### config.mk
export PLATFORM = sky130hd
export DESIGN_NAME = key_capture
export DESIGN_NICKNAME = d
export VERILOG_FILES = /design/src/rtl/key_capture.sv
export SDC_FILE = /design/constraint.sdc
export NUM_CORES = 1
export LEC_CHECK = 0
export CORE_ASPECT_RATIO = 0.6
export CORE_MARGIN = 10
export CORE_UTILIZATION = 50
export DETAILED_ROUTE_END_ITERATION = 6
export PLACE_DENSITY = 0.72
export SLEW_MARGIN = 25
export SYNTH_ARGS = -nofsm -noshare
export SYNTH_HDL_FRONTEND = slang
export SYNTH_SLANG_ARGS = --single-unit
### constraint.sdc
create_clock -name clk -period 8.35 [get_ports clk]
set_input_delay 1.67 -clock clk [delete_from_list [all_inputs] [get_ports clk]]
set_output_delay 1.67 -clock clk [all_outputs]
set_load 0.05 [all_outputs]
### src/rtl/key_capture.sv
// Note-key capture: synchronized/debounced keys and octave buttons feed an
// IDLE/HOLD/EMIT recorder that emits one timestamped, length-quantized note.

module key_capture_deb #(
   parameter int W   = 1,
   parameter int CYC = 4
) (
   input  logic         clk,
   input  logic         rst,
   input  logic [W-1:0] raw_i,
   output logic [W-1:0] deb_o
);
   localparam int CNT_W = $clog2(CYC + 1);
   localparam logic [CNT_W-1:0] CNT_MAX = CNT_W'(CYC);

   logic [W-1:0]     s1_q, s2_q, cand_q, deb_q, deb_d;
   logic [CNT_W-1:0] cnt_q, cnt_d;

   // cnt counts consecutive samples equal to cand; the vector is accepted once it reaches CYC
   always_comb begin
      cnt_d = CNT_W'(1);
      if (s2_q == cand_q)
         cnt_d = (cnt_q == CNT_MAX) ? CNT_MAX : cnt_q + CNT_W'(1);
      deb_d = (cnt_d == CNT_MAX) ? s2_q : deb_q;
   end

   always_ff @(posedge clk or posedge rst) begin
      if (rst) begin
         s1_q   <= '0;
         s2_q   <= '0;
         cand_q <= '0;
         cnt_q  <= '0;
         deb_q  <= '0;
      end else begin
         s1_q   <= raw_i;
         s2_q   <= s1_q;
         cand_q <= s2_q;
         cnt_q  <= cnt_d;
         deb_q  <= deb_d;
      end
   end

   assign deb_o = deb_q;
endmodule

module key_capture #(
   parameter int NOTE_KEYS    = 7,
   parameter int NOTE_BITS    = 3,
   parameter int OCTAVE_BITS  = 3,
   parameter int LENGTH_BITS  = 3,
   parameter int CLOCK_BITS   = 32,
   parameter int DEBOUNCE_CYC = 2000000,
   parameter int TICK_CYC     = 12500000
) (
   input  logic                   clk,
   input  logic                   rst,
   input  logic                   en,
   input  logic                   oct_up,
   input  logic                   oct_down,
   input  logic [NOTE_KEYS-1:0]   note_key,
   input  logic [CLOCK_BITS-1:0]  system_clock,
   output logic                   note_valid,
   output logic [CLOCK_BITS-1:0]  note_clock,
   output logic [OCTAVE_BITS-1:0] octave,
   output logic [OCTAVE_BITS-1:0] note_octave,
   output logic [NOTE_BITS-1:0]   note,
   output logic [LENGTH_BITS-1:0] length,
   output logic                   holding
);
   localparam int TICK_W = (TICK_CYC > 1) ? $clog2(TICK_CYC) : 1;
   localparam logic [TICK_W-1:0]      TICK_LAST = TICK_W'(TICK_CYC - 1);
   localparam logic [OCTAVE_BITS-1:0] OCT_MID   = OCTAVE_BITS'(4);
   localparam logic [OCTAVE_BITS-1:0] OCT_MAX   = OCTAVE_BITS'(7);
   localparam logic [OCTAVE_BITS-1:0] OCT_MIN   = OCTAVE_BITS'(1);

   typedef enum logic [1:0] {IDLE, HOLD, EMIT} state_e;
   state_e state_q, state_d;

   logic [NOTE_KEYS-1:0]   key_deb, sel_q;
   logic                   up_deb, dn_deb, up_prev_q, dn_prev_q, up_rise, dn_rise;
   logic [OCTAVE_BITS-1:0] oct_q, noct_q;
   logic [NOTE_BITS-1:0]   note_q, note_sel;
   logic [CLOCK_BITS-1:0]  nclk_q;
   logic [LENGTH_BITS-1:0] len_q, unit_q;
   logic [TICK_W-1:0]      tick_q;
   logic                   one_hot, latch, emit_load;

   key_capture_deb #(.W(NOTE_KEYS), .CYC(DEBOUNCE_CYC)) u_key_deb (
      .clk(clk), .rst(rst), .raw_i(note_key), .deb_o(key_deb));
   key_capture_deb #(.W(1), .CYC(DEBOUNCE_CYC)) u_up_deb (
      .clk(clk), .rst(rst), .raw_i(oct_up), .deb_o(up_deb));
   key_capture_deb #(.W(1), .CYC(DEBOUNCE_CYC)) u_dn_deb (
      .clk(clk), .rst(rst), .raw_i(oct_down), .deb_o(dn_deb));

   assign up_rise = up_deb & ~up_prev_q;
   assign dn_rise = dn_deb & ~dn_prev_q;

   always_ff @(posedge clk or posedge rst) begin
      if (rst) begin
         up_prev_q <= 1'b0;
         dn_prev_q <= 1'b0;
         oct_q     <= OCT_MID;
      end else begin
         up_prev_q <= up_deb;
         dn_prev_q <= dn_deb;
         if (!en)
            oct_q <= OCT_MID;
         else if (up_rise && !dn_rise && oct_q < OCT_MAX)
            oct_q <= oct_q + OCTAVE_BITS'(1);
         else if (dn_rise && !up_rise && oct_q > OCT_MIN)
            oct_q <= oct_q - OCTAVE_BITS'(1);
      end
   end

   always_comb begin
      one_hot  = (key_deb != '0) && ((key_deb & (key_deb - 1'b1)) == '0);
      note_sel = '0;
      for (int i = 0; i < NOTE_KEYS; i++)
         if (key_deb[i]) note_sel = NOTE_BITS'(i + 1);
   end

   always_ff @(posedge clk or posedge rst) begin
      if (rst) state_q <= IDLE;
      else     state_q <= state_d;
   end

   always_comb begin
      state_d   = state_q;
      latch     = 1'b0;
      emit_load = 1'b0;
      case (state_q)
         IDLE: if (en && one_hot) begin
            state_d = HOLD;
            latch   = 1'b1;
         end
         HOLD: if (!en) state_d = IDLE;
            else if ((key_deb & sel_q) == '0) begin
               state_d   = EMIT;
               emit_load = 1'b1;
            end
         EMIT:    state_d = IDLE;
         default: state_d = IDLE;
      endcase
   end

   // Latched record survives EMIT->IDLE and en drops; only the next press or reset changes it
   always_ff @(posedge clk or posedge rst) begin
      if (rst) begin
         sel_q  <= '0;
         note_q <= '0;
         noct_q <= '0;
         nclk_q <= '0;
         tick_q <= '0;
         unit_q <= '0;
         len_q  <= '0;
      end else begin
         if (latch) begin
            sel_q  <= key_deb;
            note_q <= note_sel;
            noct_q <= oct_q;
            nclk_q <= system_clock;
            tick_q <= '0;
            unit_q <= '0;
         end else if (state_q == HOLD) begin
            if (tick_q == TICK_LAST) begin
               tick_q <= '0;
               if (unit_q != '1) unit_q <= unit_q + LENGTH_BITS'(1);
            end else begin
               tick_q <= tick_q + TICK_W'(1);
            end
         end
         if (emit_load)
            len_q <= (unit_q == '0) ? LENGTH_BITS'(1) : unit_q;
      end
   end

   assign note_valid  = (state_q == EMIT) && en;
   assign holding     = (state_q == HOLD);
   assign octave      = oct_q;
   assign note_octave = noct_q;
   assign note        = note_q;
   assign note_clock  = nclk_q;
   assign length      = len_q;
endmodule

# After elaboration in Yosys (flattened, before gate mapping)
# Cells that the tools add are included.
# totals
register_bits,181
output_inout_bits,46
# classes
addsub,8
n_lt_le_gt_ge,2
n_eq_ne,16
n_mux,33
bitwise,6
n_reduce_logical,19
# ops
op,n
$eq A21 B21 Y1 const B,6
$mux W21,6
$mux W24,3
$add A21 B1 Y21 const B,3
$mux W3,14
$add A24 B1 Y24 const B,1
$eq A24 B24 Y1 const B,1
$and A7 B7 Y7,2
$logic_not A7 Y1,2
$eq A7 B7 Y1,1
$logic_and A1 B1 Y1,7
$reduce_bool A7 Y1,1
$sub A7 B1 Y7 const B,1
$add A3 B1 Y3 const B,2
$mux W1,6
$mux W2,3
$reduce_bool A2 Y1,3
$pmux W2 S2,1
$gt A3 B1 Y1 const B,1
$logic_not A3 Y1,1
$lt A3 B3 Y1 const B,1
$ne A3 B1 Y1 const B,1
$ne A3 B2 Y1 const B,1
$ne A3 B3 Y1 const B,1
other kinds (11),15

# Logic depth before layout (Yosys ltp)
# Gate-level depths: netlist (run 1).
# logic_depth
ltp_word,9
mapped_depth,10
mapped_depth_nobuf,9

# Cells and area by module
# A second synthesis (run 1) with hierarchy kept.
# unflattened
cells_unflattened,826
area_unflattened_um2,8994.9
# modules_own_cells
mod,instances,cells_each,area_per_inst_um2
key_capture,1,334,3881.2
key_capture_deb at u_dn_deb ...,2,154,1421.4
key_capture_deb at u_key_deb,1,184,2270.9

# Least setup slack after synthesis (run 1)
# OpenSTA, ideal clock, no wires.
# synth_timing
kind,in2out
startpoint,input port en
endpoint,output port note_valid
arrival_ps,2118
t_required_ps,6680
setup_slack_ps,4562
stages,1
path_cell_list,and3b_1
# synth_between
elab_chain_len,1
# synth_lines
element,line,source
"start, declared",57,"input logic en,"
$logic_and A1 B1 Y1,177,assign note_valid = (state_q == EMIT) && en;
"end, declared",62,"output logic note_valid,"
# Every way passes these cells.

# Worst setup path after layout (run 1)
# Same ends and word-level chain as after synthesis.

==> results summary, run 1 <==
The final-report hold violation count came out at 0. The fraction of power spent switching nets came out at 22.27%. For this configuration, the core starts out at a cell density of 51.84%.

The worst-case IR drop observed on VDD is 0.0001402 V. The count of different cell masters after synthesis came out at 70. The clock passes through at most 2 buffers. Setup violations remaining at the end of the flow were counted as 0. The maximum fanout encountered on the critical timing path is 7.

The summed negative setup slack over all endpoints is 0 ps. In this run the horizontal extent of the chip is 188.8 microns. The synthesized instance count is 882.

The via count of the first global-routing pass came to 6317. Data on the critical path is required at its endpoint by 6680 ps. The post-detailed-route DRC marker count came out at 0. The final cycle utilization of the critical path is 60.72%.

The number of top-level pins is 90. Headroom to the max-slew limit came out at 35.52%. The routability-driven placement congestion ratio is 0.8993. The largest net degree at the start of global routing is 98.

The max-cap check violation count came out at 0. Global routing used 17.24% of the available tracks. The clock skew after layout came out at 7.959 ps. The count of buffering cells on the critical path with inverters included is 2. Global routing finished with a remaining overflow of 0. The number of nets handed over by synthesis was 939. The routed wire length came out at 19270 microns.

The cell count after placement came out at 1171. The wire length per cell after detailed routing came out at 16.03 microns. The clock latency at the later pin of the worst-skew pair is 430 ps.

The global-route wire length before repair is 32170 microns. The first TritonRoute pass finished after 4 iterations. The most common cell after layout, fill and taps aside is sky130_fd_sc_hd__dfrtp_1.

The number of levels the H-tree was split into came out at 4. The post-synthesis register bit count came out at 181. The cell sitting at the root of the clock tree is a sky130_fd_sc_hd__clkbuf_16. In this run, synthesis inferred 0 flip-flops with an integrated enable.

The fraction of synthesis flops using an asynchronous set or reset pin came out at 100.0%. At the worst endpoint, the arrival time is 3400 ps. The critical path in this run is classified as in2out.

The via count normalized by instance count is 5.397. Yosys printed 0 warnings. The flow ran to the end, and the final reports show no timing, DRC or antenna violations. The cell area after placement came out at 9617 sq um.

The clock tree from TritonCTS is yes. The finished layout holds 1202 standard cells, fillers aside. For the pin with the worst max-slew slack, the measured transition is 967.2 ps.

The portion of the post-synthesis area used by sequential elements is 53.02%. The count of nets left with antenna violations after detail routing came out at 0. The synthesized area per cell is 9.689 sq um. The number of fill cells is 1365. The number of antenna violations at the first check in global routing is 0.

The sequential share of power is 48.9%. The floorplan has 36 rows. The number of buffers inserted during clock tree synthesis is 17. The worst setup path is captured at a primary output. STA classifies the critical path startpoint as a primary input.

The synthesized netlist occupies a cell area of 8546 sq um. In this run the standard cell core region covers 16490 sq um. In this run, the clock network consumes 46.4% of the power.

The total half-perimeter wirelength after legalization and detailed placement came out at 13330 microns. In this run the static leakage power is 4.451 nW. The number of hold buffers added after CTS is 0.

The slowest cell on the critical path is sky130_fd_sc_hd__clkdlybuf4s50_1. Based on the critical path, the design can be clocked at up to 0.1972 GHz. The dominant register cell in the synthesized netlist is sky130_fd_sc_hd__dfrtp_1.

The number of pins exceeding their max-slew limit in the final report is 0. Combinational cells account for 4.7% of the total power. Power spread over the standard cell area amounts to 180.8 nW/um^2. The floorplan step set the die height to 121.3 microns.

On the critical path the largest part of the delay comes from buffers and inverters. The internal portion of the total power is 1.441 mW. In this run the worst hold path is classified as reg2reg. The number of vias in the routed layout is 6487. The full die area is 22890 sq um. The violation count after the first detailed-route iteration is 548.

The number of buffers inserted by post-CTS setup repair is 0. Counting stages on the worst path, the most repeated cell is sky130_fd_sc_hd__clkdlybuf4s50_1. In the layout the commonest cells are sky130_fd_sc_hd__dfrtp_1 (180), sky130_fd_sc_hd__nand2_1 (169), sky130_fd_sc_hd__nor2_1 (113). Walking the worst path, the cells encountered are clkdlybuf4s50_1 > and3b_1 > clkdlybuf4s50_1. The final-stage net count is 1019. The switching power total came out at 413.1 uW. The number of antenna cells inserted is 0. The fraction of layout instances using a drive strength above 1 is 6.776%. Summing internal, switching and leakage power gives 1.854 mW. The delay of the slowest critical-path stage is 840 ps. The final critical path time including I/O delays and setup is 5070 ps. Setup repair after global routing left no endpoint under its margin. The synthesis-to-finish area growth is 20.00%. The clock slew at the register clock pins of the worst setup and hold paths is 70 ps. The total non-filler cell area in the finished layout came out at 10250 sq um. The post-layout utilization of the core came out at 62.20%. The post-cts sizing count is 0.

The TritonCTS sink count is 181. During placement, the flow inserted port buffers numbering 89.
worst paths after layout:
kind                                                  start                             end  slack (ps)  depth (start not counted)
worst max-delay path                                     en                      note_valid        3280                          3
worst min-delay path            u_key_deb.s1_q[4]$_DFF_PP0_     u_key_deb.s2_q[4]$_DFF_PP0_         350                          0
worst max register to register  u_key_deb.s2_q[0]$_DFF_PP0_  u_key_deb.deb_o[5]$_DFFE_PP0N_        5130                          7
worst min register to register  u_key_deb.s1_q[4]$_DFF_PP0_     u_key_deb.s2_q[4]$_DFF_PP0_         350                          0
max in group asynchronous                               rst    u_up_deb.cnt_q[11]$_DFF_PP0_        5390                          3
min in group asynchronous                               rst      note_clock[29]$_DFFE_PP0N_        1760                          2
through the flow:
stage / setup slack [ps] / hold WS (ps)
6_report: 3280 / 349.2
4_1_cts: 3274 / 349.9
3_3_place_gp: 3295 / 333.6
5_1_grt: 3245 / 363.7
2_1_floorplan: 1766 / 331.2
3_5_place_dp: 3303 / 334.7
layout make-up:
class / count / area, sq um / share of cell area [%]
Multi-Input combinational cell: 638 / 3755 / 36.62
Sequential cell: 181 / 4531 / 44.18
Clock inverter: 13 / 195.2 / 1.903
Inverter: 30 / 117.6 / 1.147
Tap cell: 228 / 285.3 / 2.782
Timing Repair Buffer: 94 / 932.1 / 9.090
Clock buffer: 18 / 439.2 / 4.283
power by group through the flow:
stage	Clock (mW)	Combinational, mW	Sequential, mW
after CTS	0.879	0.0896	0.906
final	0.860	0.0879	0.907
after global placement	0	0.0885	0.922
after detailed placement	0	0.0891	0.923
after floorplan	0	0.0543	0.917
after global routing	0.912	0.0996	0.909
cell families after synthesis:
kind of cell	after synthesis	synth area share, %
flip-flops	181	53.02
multiplexers	13	1.728
AND/OR/NAND/NOR	445	25.01
AO/OA/AOI/OAI	81	6.398
buffers and inverters	63	3.133
adder cells (fa/ha/maj)	13	1.903
XOR/XNOR	86	8.814
cell usage after synthesis, types with 3 or more instances:
library cell | n | area share (%)
sky130_fd_sc_hd__a21oi_1 | 14 | 0.82
sky130_fd_sc_hd__nand3_1 | 40 | 2.3
sky130_fd_sc_hd__and2_1 | 3 | 0.22
sky130_fd_sc_hd__xor2_1 | 39 | 4.0
sky130_fd_sc_hd__nand4_1 | 18 | 1.3
sky130_fd_sc_hd__nand2_1 | 169 | 7.4
sky130_fd_sc_hd__a21o_1 | 5 | 0.44
sky130_fd_sc_hd__inv_1 | 29 | 1.3
sky130_fd_sc_hd__nor2_1 | 113 | 5.0
sky130_fd_sc_hd__xnor2_1 | 47 | 4.8
sky130_fd_sc_hd__o21ai_0 | 27 | 1.6
sky130_fd_sc_hd__mux2_2 | 9 | 1.2
sky130_fd_sc_hd__ha_1 | 13 | 1.9
sky130_fd_sc_hd__dfrtp_1 | 180 | 53
sky130_fd_sc_hd__buf_1 | 4 | 0.18
sky130_fd_sc_hd__nor3_1 | 24 | 1.4
sky130_fd_sc_hd__nor4bb_1 | 3 | 0.35
sky130_fd_sc_hd__a211oi_1 | 3 | 0.26
sky130_fd_sc_hd__clkbuf_1 | 15 | 0.66
sky130_fd_sc_hd__a31oi_1 | 3 | 0.22
sky130_fd_sc_hd__nor4_1 | 13 | 0.95
sky130_fd_sc_hd__buf_4 | 3 | 0.26
sky130_fd_sc_hd__or3_1 | 3 | 0.22
sky130_fd_sc_hd__o31ai_1 | 7 | 0.61
sky130_fd_sc_hd__and3_1 | 14 | 1.0
sky130_fd_sc_hd__or4_1 | 4 | 0.35
sky130_fd_sc_hd__and4_1 | 5 | 0.51
sky130_fd_sc_hd__buf_2 | 9 | 0.53
sky130_fd_sc_hd__nor4b_1 | 7 | 0.72
sky130_fd_sc_hd__nand2b_1 | 7 | 0.51
sequential cells by signal, summed over array words and instances, names as in the netlist, 7 cells and up:
signal,count
u_up_deb.cnt_q,21
u_key_deb.cnt_q,21
u_key_deb.s1_q,7
note_clock,32
sel_q,7
tick_q,24
u_dn_deb.cnt_q,21
u_key_deb.deb_o,7
u_key_deb.cand_q,7
u_key_deb.s2_q,7
metal layers:
metal	routed length (microns)	vias up	track usage [%]
met5	0	-	0
met4	226	0	4.294
met3	1773	21	6.630
met2	7629	219	23.22
met1	9639	3098	25.17
li1	-	3149	-
No activity file was read; power rests on OpenSTA's default activity.
==> run 2: changes to the inputs <==
==> constraint.sdc (replaced) <==
create_clock -name clk -period 5.1 [get_ports clk]
set_input_delay 1.02 -clock clk [delete_from_list [all_inputs] [get_ports clk]]
set_output_delay 1.02 -clock clk [all_outputs]
set_load 0.05 [all_outputs]
==> results summary, run 2 (same netlist as run 1, synthesis figures left out) <==
The number of vias in the routed layout is 6479 (-0.12%). In this run the critical register-to-register path is launched from u_key_deb.s2_q[0]$_DFF_PP0_. The maximum clock frequency is 0.2614 GHz. The final setup violation count is 0 (unchanged). The via count of the first global-routing pass came out at 6194 (-1.9%). The flow ran to the end, and the final reports show no timing, DRC or antenna violations. The global routing usage on met2 is 22.85% (-0.38 points). The total iterations of the first detailed-routing run was 5 (+1).

The post-detailed-route DRC marker count is 0 (unchanged). The worst setup path is of the in2out kind. The number of buffers inserted by post-CTS setup repair is 0 (unchanged). The sum of internal, switching and leakage power came to 3.019 mW (+63%). The worst setup path is launched from a primary input. The tree is rooted in a sky130_fd_sc_hd__clkbuf_16. The number of fill cells is 1370 (+0.37%). The post-layout instance count excluding filler cells came to 1204 (+0.17%). The clock latency at the later pin of the worst-skew pair is 440 ps (about the same). The count of cells along the worst register-to-register path is 7 (unchanged). TritonCTS built the clock tree. The post-cts sizing count came out at 0 (unchanged).

The delay of the slowest critical-path stage came to 830 ps (about the same). The total half-perimeter wirelength after legalization and detailed placement came out at 13280 microns (-0.40%). The initial cell density of the core is 51.84% (unchanged). The number of antenna cells inserted came out at 0 (unchanged). The horizontal die dimension was 188.8 microns (unchanged). The number of hold buffers added after CTS was 0 (unchanged). The routing usage on met3 came to 5.798% (-0.83 points).

The number of flip-flops in the largest register is 32 (unchanged). The most critical setup path has its startpoint at en. The number of placement rows came out at 36 (unchanged). The summed negative setup slack over all endpoints came out at 0 ps (unchanged). STA classifies the critical path endpoint as a primary output. The count of input and output buffers came to 89 (unchanged). The most common cell after layout, fill and taps aside is sky130_fd_sc_hd__dfrtp_1.

The critical path required time was 4080 ps (-2600 ps). The global-route usage over all layers is 17.01% (-0.23 points). The global-route wire length before repair is 32060 microns (-0.34%).

The cell that appears most often on the critical path is sky130_fd_sc_hd__clkdlybuf4s50_1. The multi-input gate area in the final layout was 3755 sq um (unchanged). The number of levels the H-tree was split into came out at 4 (unchanged). In the layout the commonest cells are sky130_fd_sc_hd__dfrtp_1 (180), sky130_fd_sc_hd__nand2_1 (169), sky130_fd_sc_hd__nor2_1 (113). The worst slew margin relative to its limit came out at 36.31% (+0.79 points). The post-layout utilization of the core came to 62.39% (+0.18 points). After global routing, the most crowded layer is met1. The critical path arrival came to 2810 ps (-590 ps). The number of buffers inserted during clock tree synthesis is 17 (unchanged). The number of antenna violations at the first check in global routing is 0 (unchanged).

The critical path goes through clkdlybuf4s50_1 > and3b_1 > clkdlybuf4s50_1. The largest net degree at the start of global routing came out at 182 (+86%). In this run the worst setup path terminates at note_valid. The clock slew at the register clock pins of the worst setup and hold paths came out at 80 ps (about the same).

Counting I/O delays and the setup requirement, the final critical path takes 3825 ps. The final cycle utilization of the critical path came out at 75.01%. The total area of sequential cells is 4531 sq um (unchanged). The violation count after the first detailed-route iteration is 617 (+13%). The max-cap check violation count is 0 (unchanged). The via count normalized by instance count came out at 5.381 (-0.29%). The fraction of layout instances using a drive strength above 1 is 6.967% (+0.19 points). The number of pins exceeding their max-slew limit in the final report came out at 0 (unchanged).

The count of nets left with antenna violations after detail routing came out at 0 (unchanged). The placeable core region is 16490 sq um (unchanged). The routed wire length came to 19400 microns (+0.70%). The clock skew after layout is 12.24 ps (+4.280 ps). The maximum VDD drop was 0.0002177 V (+55%). The maximum fanout encountered on the critical timing path is 7 (unchanged). The vertical die dimension is 121.3 microns (unchanged). The slowest cell on the critical path is sky130_fd_sc_hd__clkdlybuf4s50_1.

The routability-driven placement congestion ratio was 0.8997 (about the same). The final-report hold violation count came to 0 (unchanged). The slew at the pin closest to its max-slew limit came out at 955.3 ps (-11.87 ps). The slack of the worst reg-to-reg path is 1840 ps (-3290 ps). The maximum clock path buffer count came out at 2 (unchanged). The leakage power figure is 4.473 nW (+0.49%). The number of top-level pins is 90 (unchanged). The power per unit of standard cell area came out at 293.5 nW/um^2 (+62%). The final-stage net count came to 1020 (+0.098%).

The cell count after placement is 1171 (unchanged). The synthesis-to-finish area growth is 20.35%. Setup repair after global routing left no endpoint under its margin.

The class of the worst hold path is reg2reg. The aggregate global routing overflow is 0 (unchanged). The wire length per cell after detailed routing came out at 16.12 microns (+0.53%). The met1 capacity usage during global routing is 25.23% (+0.058 points). The terminus of the critical flop-to-flop path is u_key_deb.deb_o[6]$_DFFE_PP0N_.

The full die area came out at 22890 sq um (unchanged). The TritonCTS sink count came to 181 (unchanged).
## run 2: final cells by class
cell class,count,area share [%]
clock buffers,17,4.136
flip-flops and latches,181,44.05
repair buffers,95,9.416
multi-input cells,638,36.51
clock inverters,15,1.983
well taps,228,2.774
inverters,30,1.131
## run 2: critical path, delay by kind of cell
kind,cells,cell delay (ps)
buffers and inverters,2,1510
and+or+nand+nor,1,280
## run 2: routing by layer
| layer | share of wire, % | vias up | routed length [microns] |
|---|---|---|---|
| met3 | 8.8 | 10 | 1715 |
| met5 | 0 | - | 0 |
| met4 | 0.64 | 0 | 125 |
| met1 | 50 | 3096 | 9664 |
| met2 | 41 | 216 | 7898 |
| li1 | - | 3157 | - |
## run 2: power breakdown
group,switching [mW],total (mW),internal [mW]
combinational,0.0819,0.148,0.0666
sequential,0.0269,1.48,1.46
clock,0.629,1.39,0.757
## run 2: worst min path at each step
stage	start	cells after the start	end
after floorplan	u_dn_deb.s1_q$_DFF_PP0_	0	u_dn_deb.s2_q$_DFF_PP0_
after global placement	u_key_deb.s1_q[0]$_DFF_PP0_	0	u_key_deb.s2_q[0]$_DFF_PP0_
after detailed placement	u_dn_deb.s1_q$_DFF_PP0_	0	u_dn_deb.s2_q$_DFF_PP0_
after CTS	u_dn_deb.s1_q$_DFF_PP0_	0	u_dn_deb.s2_q$_DFF_PP0_
after global routing	u_dn_deb.s1_q$_DFF_PP0_	0	u_dn_deb.s2_q$_DFF_PP0_
final	u_key_deb.s1_q[3]$_DFF_PP0_	0	u_key_deb.s2_q[3]$_DFF_PP0_
## run 2: through the flow
stage	hold slack, ps	instance area [sq um]	worst slack, ps
2_1_floorplan	331.2	8549	1758
3_3_place_gp	331.1	9628	1309
3_5_place_dp	335.5	9628	1288
4_1_cts	342.4	10260	1274
5_1_grt	344.3	10280	1210
6_report	345.8	10280	1275
